### src/rtl/pe_pkg.sv
// Shared definitions for the one-hot decoder.
//   pe_dec_state_e : decoder FSM states (IDLE, HOLD, GAP)
//   PE_CNT_W       : width of the dwell counter (HOLD/GAP lengths up to 255)
//   PE_MAX_IDX_W   : widest index onehot() supports (N up to 256)
//   onehot()       : expands an index/zero-flag pair to a one-hot word
package pe_pkg;

    typedef enum logic [1:0] {
        IDLE = 2'd0,
        HOLD = 2'd1,
        GAP  = 2'd2
    } pe_dec_state_e;

    localparam int unsigned PE_CNT_W     = 8;
    localparam int unsigned PE_MAX_IDX_W = 8;
    localparam int unsigned PE_MAX_N     = 2 ** PE_MAX_IDX_W;

    // Callers truncate the result to their own N = 2**IDX_W.
    function automatic logic [PE_MAX_N-1:0] onehot(input logic [PE_MAX_IDX_W-1:0] idx,
                                                   input logic                    zero);
        logic [PE_MAX_N-1:0] word;
        word = '0;
        if (!zero) begin
            word[idx] = 1'b1;
        end
        return word;
    endfunction

endpackage

### src/rtl/pe_dwell_counter.sv
// Loadable down-counter with a zero flag; times both the HOLD and GAP phases.
// Ports:
//   clk, rst_n : clock, asynchronous active-low reset (count clears to 0)
//   load       : load load_val this cycle (has priority over dec)
//   load_val   : value to load
//   dec        : decrement by one (ignored when already zero)
//   zero       : count is zero
module pe_dwell_counter
    import pe_pkg::*;
(
    input  logic                clk,
    input  logic                rst_n,
    input  logic                load,
    input  logic [PE_CNT_W-1:0] load_val,
    input  logic                dec,
    output logic                zero
);

    logic [PE_CNT_W-1:0] count_q, count_d;

    always_comb begin
        count_d = count_q;
        if (load) begin
            count_d = load_val;
        end else if (dec && (count_q != '0)) begin
            count_d = count_q - 1'b1;
        end
    end

    always_ff @(posedge clk or negedge rst_n) begin
        if (!rst_n) begin
            count_q <= '0;
        end else begin
            count_q <= count_d;
        end
    end

    assign zero = (count_q == '0);

endmodule

### src/rtl/pe_onehot_decoder.sv
// Expands an encoded index (+ none-active flag) into a one-hot word, holds it for
// HOLD_CYC cycles, then drives GAP_CYC all-zero cycles before accepting the next code.
// Ports:
//   clk, rst_n  : clock, asynchronous active-low reset
//   in_valid    : code present
//   in_ready    : decoder accepts a code this cycle (IDLE only)
//   in_code     : encoded index
//   in_zero     : no line active; decode to an all-zero (but valid) word
//   out_onehot  : registered decoded word
//   out_valid   : high while a decoded word is held
//   busy        : high in HOLD or GAP
//   word_cnt    : accepts seen, wraps at 16 bits (PE_DEC_WORD_COUNT_EN only)
//   zero_cnt    : accepts with in_zero set, wraps at 16 bits (PE_DEC_WORD_COUNT_EN only)
// Optional feature: define PE_DEC_WORD_COUNT_EN to add word_cnt / zero_cnt.
module pe_onehot_decoder
    import pe_pkg::*;
#(
    parameter int unsigned IDX_W    = 2,
    parameter int unsigned HOLD_CYC = 2,
    parameter int unsigned GAP_CYC  = 1,
    localparam int unsigned N       = 2 ** IDX_W
) (
    input  logic             clk,
    input  logic             rst_n,
    input  logic             in_valid,
    output logic             in_ready,
    input  logic [IDX_W-1:0] in_code,
    input  logic             in_zero,
    output logic [N-1:0]     out_onehot,
    output logic             out_valid,
`ifdef PE_DEC_WORD_COUNT_EN
    output logic [15:0]      word_cnt,
    output logic [15:0]      zero_cnt,
`endif
    output logic             busy
);

    localparam logic [PE_CNT_W-1:0] HOLD_LOAD = PE_CNT_W'(HOLD_CYC - 1);
    // GAP_LOAD is never used when GAP_CYC == 0; keep it well-defined anyway.
    localparam logic [PE_CNT_W-1:0] GAP_LOAD  =
        (GAP_CYC == 0) ? '0 : PE_CNT_W'(GAP_CYC - 1);

    pe_dec_state_e state_q;
    logic          accept;
    logic          cnt_load;
    logic          cnt_dec;
    logic          cnt_zero;
    logic [PE_CNT_W-1:0] cnt_val;

    assign in_ready = (state_q == IDLE);
    assign busy     = (state_q != IDLE);
    assign accept   = in_valid && in_ready;

    // Counter control: load on phase entry, count down inside a phase.
    always_comb begin
        cnt_load = 1'b0;
        cnt_val  = '0;
        cnt_dec  = 1'b0;
        unique case (state_q)
            IDLE: begin
                if (accept) begin
                    cnt_load = 1'b1;
                    cnt_val  = HOLD_LOAD;
                end
            end
            HOLD: begin
                if (!cnt_zero) begin
                    cnt_dec = 1'b1;
                end else if (GAP_CYC != 0) begin
                    cnt_load = 1'b1;
                    cnt_val  = GAP_LOAD;
                end
            end
            GAP: begin
                cnt_dec = !cnt_zero;
            end
            default: ;
        endcase
    end

    pe_dwell_counter u_dwell (
        .clk      (clk),
        .rst_n    (rst_n),
        .load     (cnt_load),
        .load_val (cnt_val),
        .dec      (cnt_dec),
        .zero     (cnt_zero)
    );

    always_ff @(posedge clk or negedge rst_n) begin
        if (!rst_n) begin
            state_q    <= IDLE;
            out_onehot <= '0;
            out_valid  <= 1'b0;
        end else begin
            unique case (state_q)
                IDLE: begin
                    if (accept) begin
                        out_onehot <= N'(onehot(PE_MAX_IDX_W'(in_code), in_zero));
                        out_valid  <= 1'b1;
                        state_q    <= HOLD;
                    end
                end
                HOLD: begin
                    if (cnt_zero) begin
                        out_onehot <= '0;
                        out_valid  <= 1'b0;
                        state_q    <= (GAP_CYC == 0) ? IDLE : GAP;
                    end
                end
                GAP: begin
                    if (cnt_zero) begin
                        state_q <= IDLE;
                    end
                end
                default: begin
                    state_q    <= IDLE;
                    out_onehot <= '0;
                    out_valid  <= 1'b0;
                end
            endcase
        end
    end

`ifdef PE_DEC_WORD_COUNT_EN
    always_ff @(posedge clk or negedge rst_n) begin
        if (!rst_n) begin
            word_cnt <= '0;
            zero_cnt <= '0;
        end else if (accept) begin
            word_cnt <= word_cnt + 16'd1;
            if (in_zero) begin
                zero_cnt <= zero_cnt + 16'd1;
            end
        end
    end
`endif

endmodule

### config.mk
export PLATFORM = sky130hd
export DESIGN_NAME = pe_onehot_decoder
export DESIGN_NICKNAME = d
export VERILOG_FILES = /design/src/rtl/pe_pkg.sv /design/src/rtl/pe_dwell_counter.sv /design/src/rtl/pe_onehot_decoder.sv
export SDC_FILE = /design/constraint.sdc
export NUM_CORES = 1
export LEC_CHECK = 0
export ABC_AREA = 0
export BUFFER_PORTS_ARGS = -buffer_cell sky130_fd_sc_hd__buf_4
export CORE_MARGIN = 2
export CORE_UTILIZATION = 50
export CTS_CLUSTER_DIAMETER = 60
export CTS_CLUSTER_SIZE = 14
export DETAILED_ROUTE_END_ITERATION = 8
export PLACE_DENSITY = 0.73
export SYNTH_ARGS = -nofsm -noshare
export SYNTH_HDL_FRONTEND = slang
export SYNTH_HIERARCHICAL = 1
export SYNTH_SLANG_ARGS = --single-unit
export TNS_END_PERCENT = 1
### constraint.sdc
create_clock -name clk -period 2.3 [get_ports clk]
set_input_delay 0.46 -clock clk [delete_from_list [all_inputs] [get_ports clk]]
set_output_delay 0.46 -clock clk [all_outputs]
set_load 0.01 [all_outputs]
==> impl_results.md <==
* Non-filler cells, final at 162
* Crit-path cells: inv_2, ha_1, or3b_4, nor2_4, o21bai_2, nor2_4, or4b_4, a22oi_2, o41ai_2
* Fin. max-slew vios at 0
* Initial antenna violation count at 0
* Type of the worst setup path: flop to flop
* Drt initial violations at 33
* Die area at 2440 um^2
* Unique masters post-synth at 40
* Detailed Place HPWL at 1.77 mm
* WP data arrival at 2.45 ns
* Final wirelength at 2.43 mm
* Number of synthesized register bits at 15
* Final setup fails at 0
* Worst Setup End Kind: flop
* Ant. Diodes at 0
* Routed Antenna Nets at 0
* DRT Pass-1 Iters at 4
* FILL cells at 172
* Clk slew on worst S/H paths at 0.10 ns
* CTS max path bufs at 2
* First-pass GRT wire length at 3.73 mm
* Initial Util at 52.5%
* Total congestion overflow at 0
* Final WS setup at 0.0182 ns
* Crit Path Max Fanout at 6
* Ports at 13
* Final core occ at 68.0%
* Crit path top cell by count: nor2_4
* Clock root cell: clkbuf_4
* Hold Slack at 0.0133 ns
* Clk_skew at 0.00330 ns
* Cells after synthesis at 105
* Share of layout cells above drive strength 1 at 37.8%
* Number of warning messages in the yosys log at 6
* Status: complete, no violations
* Startpoint types: flop
* Maxcap violations at 0
* Placed Instances at 155
* GR Util met2 at 32.9%
* Vias per cell at 5.53
* Hold_buf cts at 0
* Reg2reg path depth at 9
* Hold Crit Class: primary input to asynchronous set/reset pin
* Avg Inst Size Synth at 9.81 um^2
* Clk_lat worst skew at 0.28 ns
* Max Clk Rate at 438 MHz
* R2R Setup Slk at 0.02 ns
* Final Power at 1.79 mW
* DR WL/cell at 15.0 um
* Post-Synthesis Cell Area at 1030 um^2
* Layer with the highest usage: met2
* CP max-delay cell: or4b_4
* TritonCTS Sinks at 15
* Period utilisation layout at 99.2%
* CP max stage delay at 0.51 ns
* GRT Overall Usage at 19.9%
* M1 GR Usage at 26.0%
* Routability congestion estimate at 0.799
* Max IR drop VDD at 0.788 mV
* Vias in the first global route at 839
* H-Tree Depth at 1
* Synth-to-Final Area Change at 29.6%
* Leakage Power at 0.617 nW
* Period minus WS final at 2.28 ns
* Origin of the critical flop-to-flop path: u_dwell/count_q[1]
* Dpl ws at -0.146 ns
* Total negative setup slack at 0 ns
* Final hold violations at 0
* Placed inst area at 1240 um^2
* Worst EP required at 2.47 ns
* PwrDens at 1340 nW/um^2
* CTS Buf Count at 3
* Final instance area at 1340 um^2
* Via Count at 896
* CTS tree: yes
* Worst r2r dst: u_dwell/count_q[3]
* Met3 global-route usage at 3.99%
* PortBufs at 12
* Die height at 49.4 um
* Die X-Extent at 49.4 um
* Rows at 16
* Core Region at 1960 um^2
* Layout net count at 149
* Seq/Total Area, Yosys at 36.5%
* Largest net degree at the start of global routing at 16
* Drc violations at 0
cell usage in the layout, fill, tap and decap left out, types with 5 or more instances in the layout:
master   instances
inv_1            7
a21oi_1          5
nor2b_1          5
conb_1           7
buf_4           25
nor2_1           5
mux2_2           6
dfrtp_1         14
ha_1             7
what timing repair did:
action                                 in CTS  in global routing
gates resized for setup                     4                  6
setup buffers                               0                  3
endpoints found under the hold margin       0                  0
setup endpoints to repair                   3                 10
pin swaps                                   0                  2
power breakdown:
group | switching, mW | internal [mW] | total (mW)
registers | 0.119 | 0.380 | 0.500
clock network | 0.0889 | 0.0672 | 0.156
logic | 0.554 | 0.580 | 1.13
flip-flops by register name (all words and copies together), names as in the netlist:
| register | count |
|---|---|
| state_q | 2 |
| u_dwell/count_q | 8 |
| out_valid | 1 |
| out_onehot | 4 |
synthesized netlist by cell type (all sizes together):
library cell	count	area share (%)
nor4b	3	2.6
nand3	3	1.5
a21oi	5	2.4
or3b	1	0.85
or4	3	2.2
nor2	7	2.6
inv	8	2.9
or4b	1	0.97
a21o	1	0.85
nand2	3	1.1
and2	1	0.61
clkbuf	4	1.6
or4bb	1	1.1
a211oi	1	0.73
nor3	2	2.1
conb	1	0.36
o41ai	2	1.7
nand4b	1	0.85
and4b	2	1.9
o21bai	1	1.1
a22oi	2	1.5
nor2b	7	5.2
nor4	3	1.8
o211ai	2	1.5
o32a	1	1.1
o21ai	3	1.8
nand2b	1	0.61
ha	7	8.5
mux2	6	6.6
o2111ai	1	0.85
nand3b	1	0.73
and3b	1	0.85
nor3b	3	2.2
dfrtp	15	36
buf	1	0.49
how the worst max path moves through the flow:
stage	cells after the start	from	to
after floorplan	11	u_dwell/count_q[0]	u_dwell/count_q[5]
after global placement	9	u_dwell/count_q[1]	u_dwell/count_q[5]
after detailed placement	9	u_dwell/count_q[1]	u_dwell/count_q[5]
after CTS	9	u_dwell/count_q[1]	u_dwell/count_q[5]
after global routing	9	u_dwell/count_q[1]	u_dwell/count_q[3]
final	9	u_dwell/count_q[1]	u_dwell/count_q[3]
area by class of cell:
cell class	count	area, um^2	share of cell area, %
multi-input combinational	83	681	51.0
sequential	15	377	28.2
timing repair buffer	25	188	14.1
tap	27	33.8	2.53
inverter	8	30.0	2.25
clock buffer	4	26.3	1.97
critical path: cells and delay by family (launching register included):
family          cells  cell delay [ns]
simple gates        4             1.01
buf+inv             1             0.06
compound gates      3             0.49
fa+ha+maj           1             0.19
flops               1             0.42
logic make-up (layout without fill, tap and decap cells):
family          after synthesis  after routing  synth area share (%)
simple gates                 44             44                  29.6
compound gates               19             19                  13.5
flops                        15             15                  36.5
buf+inv                      13             37                  4.98
fa+ha+maj                     7              7                  8.51
mux                           6              6                  6.56
other cells                   1              7                 0.364
per-layer routing:
layer | vias to the layer above | wire length [um] | share of wire (%)
met5 | - | 0 | 0
met2 | 23 | 1250 | 51
met4 | 0 | 23 | 0.95
met3 | 4 | 74 | 3.0
met1 | 427 | 1080 | 45
li1 | 442 | - | -
(Power assumes the default switching activity.)
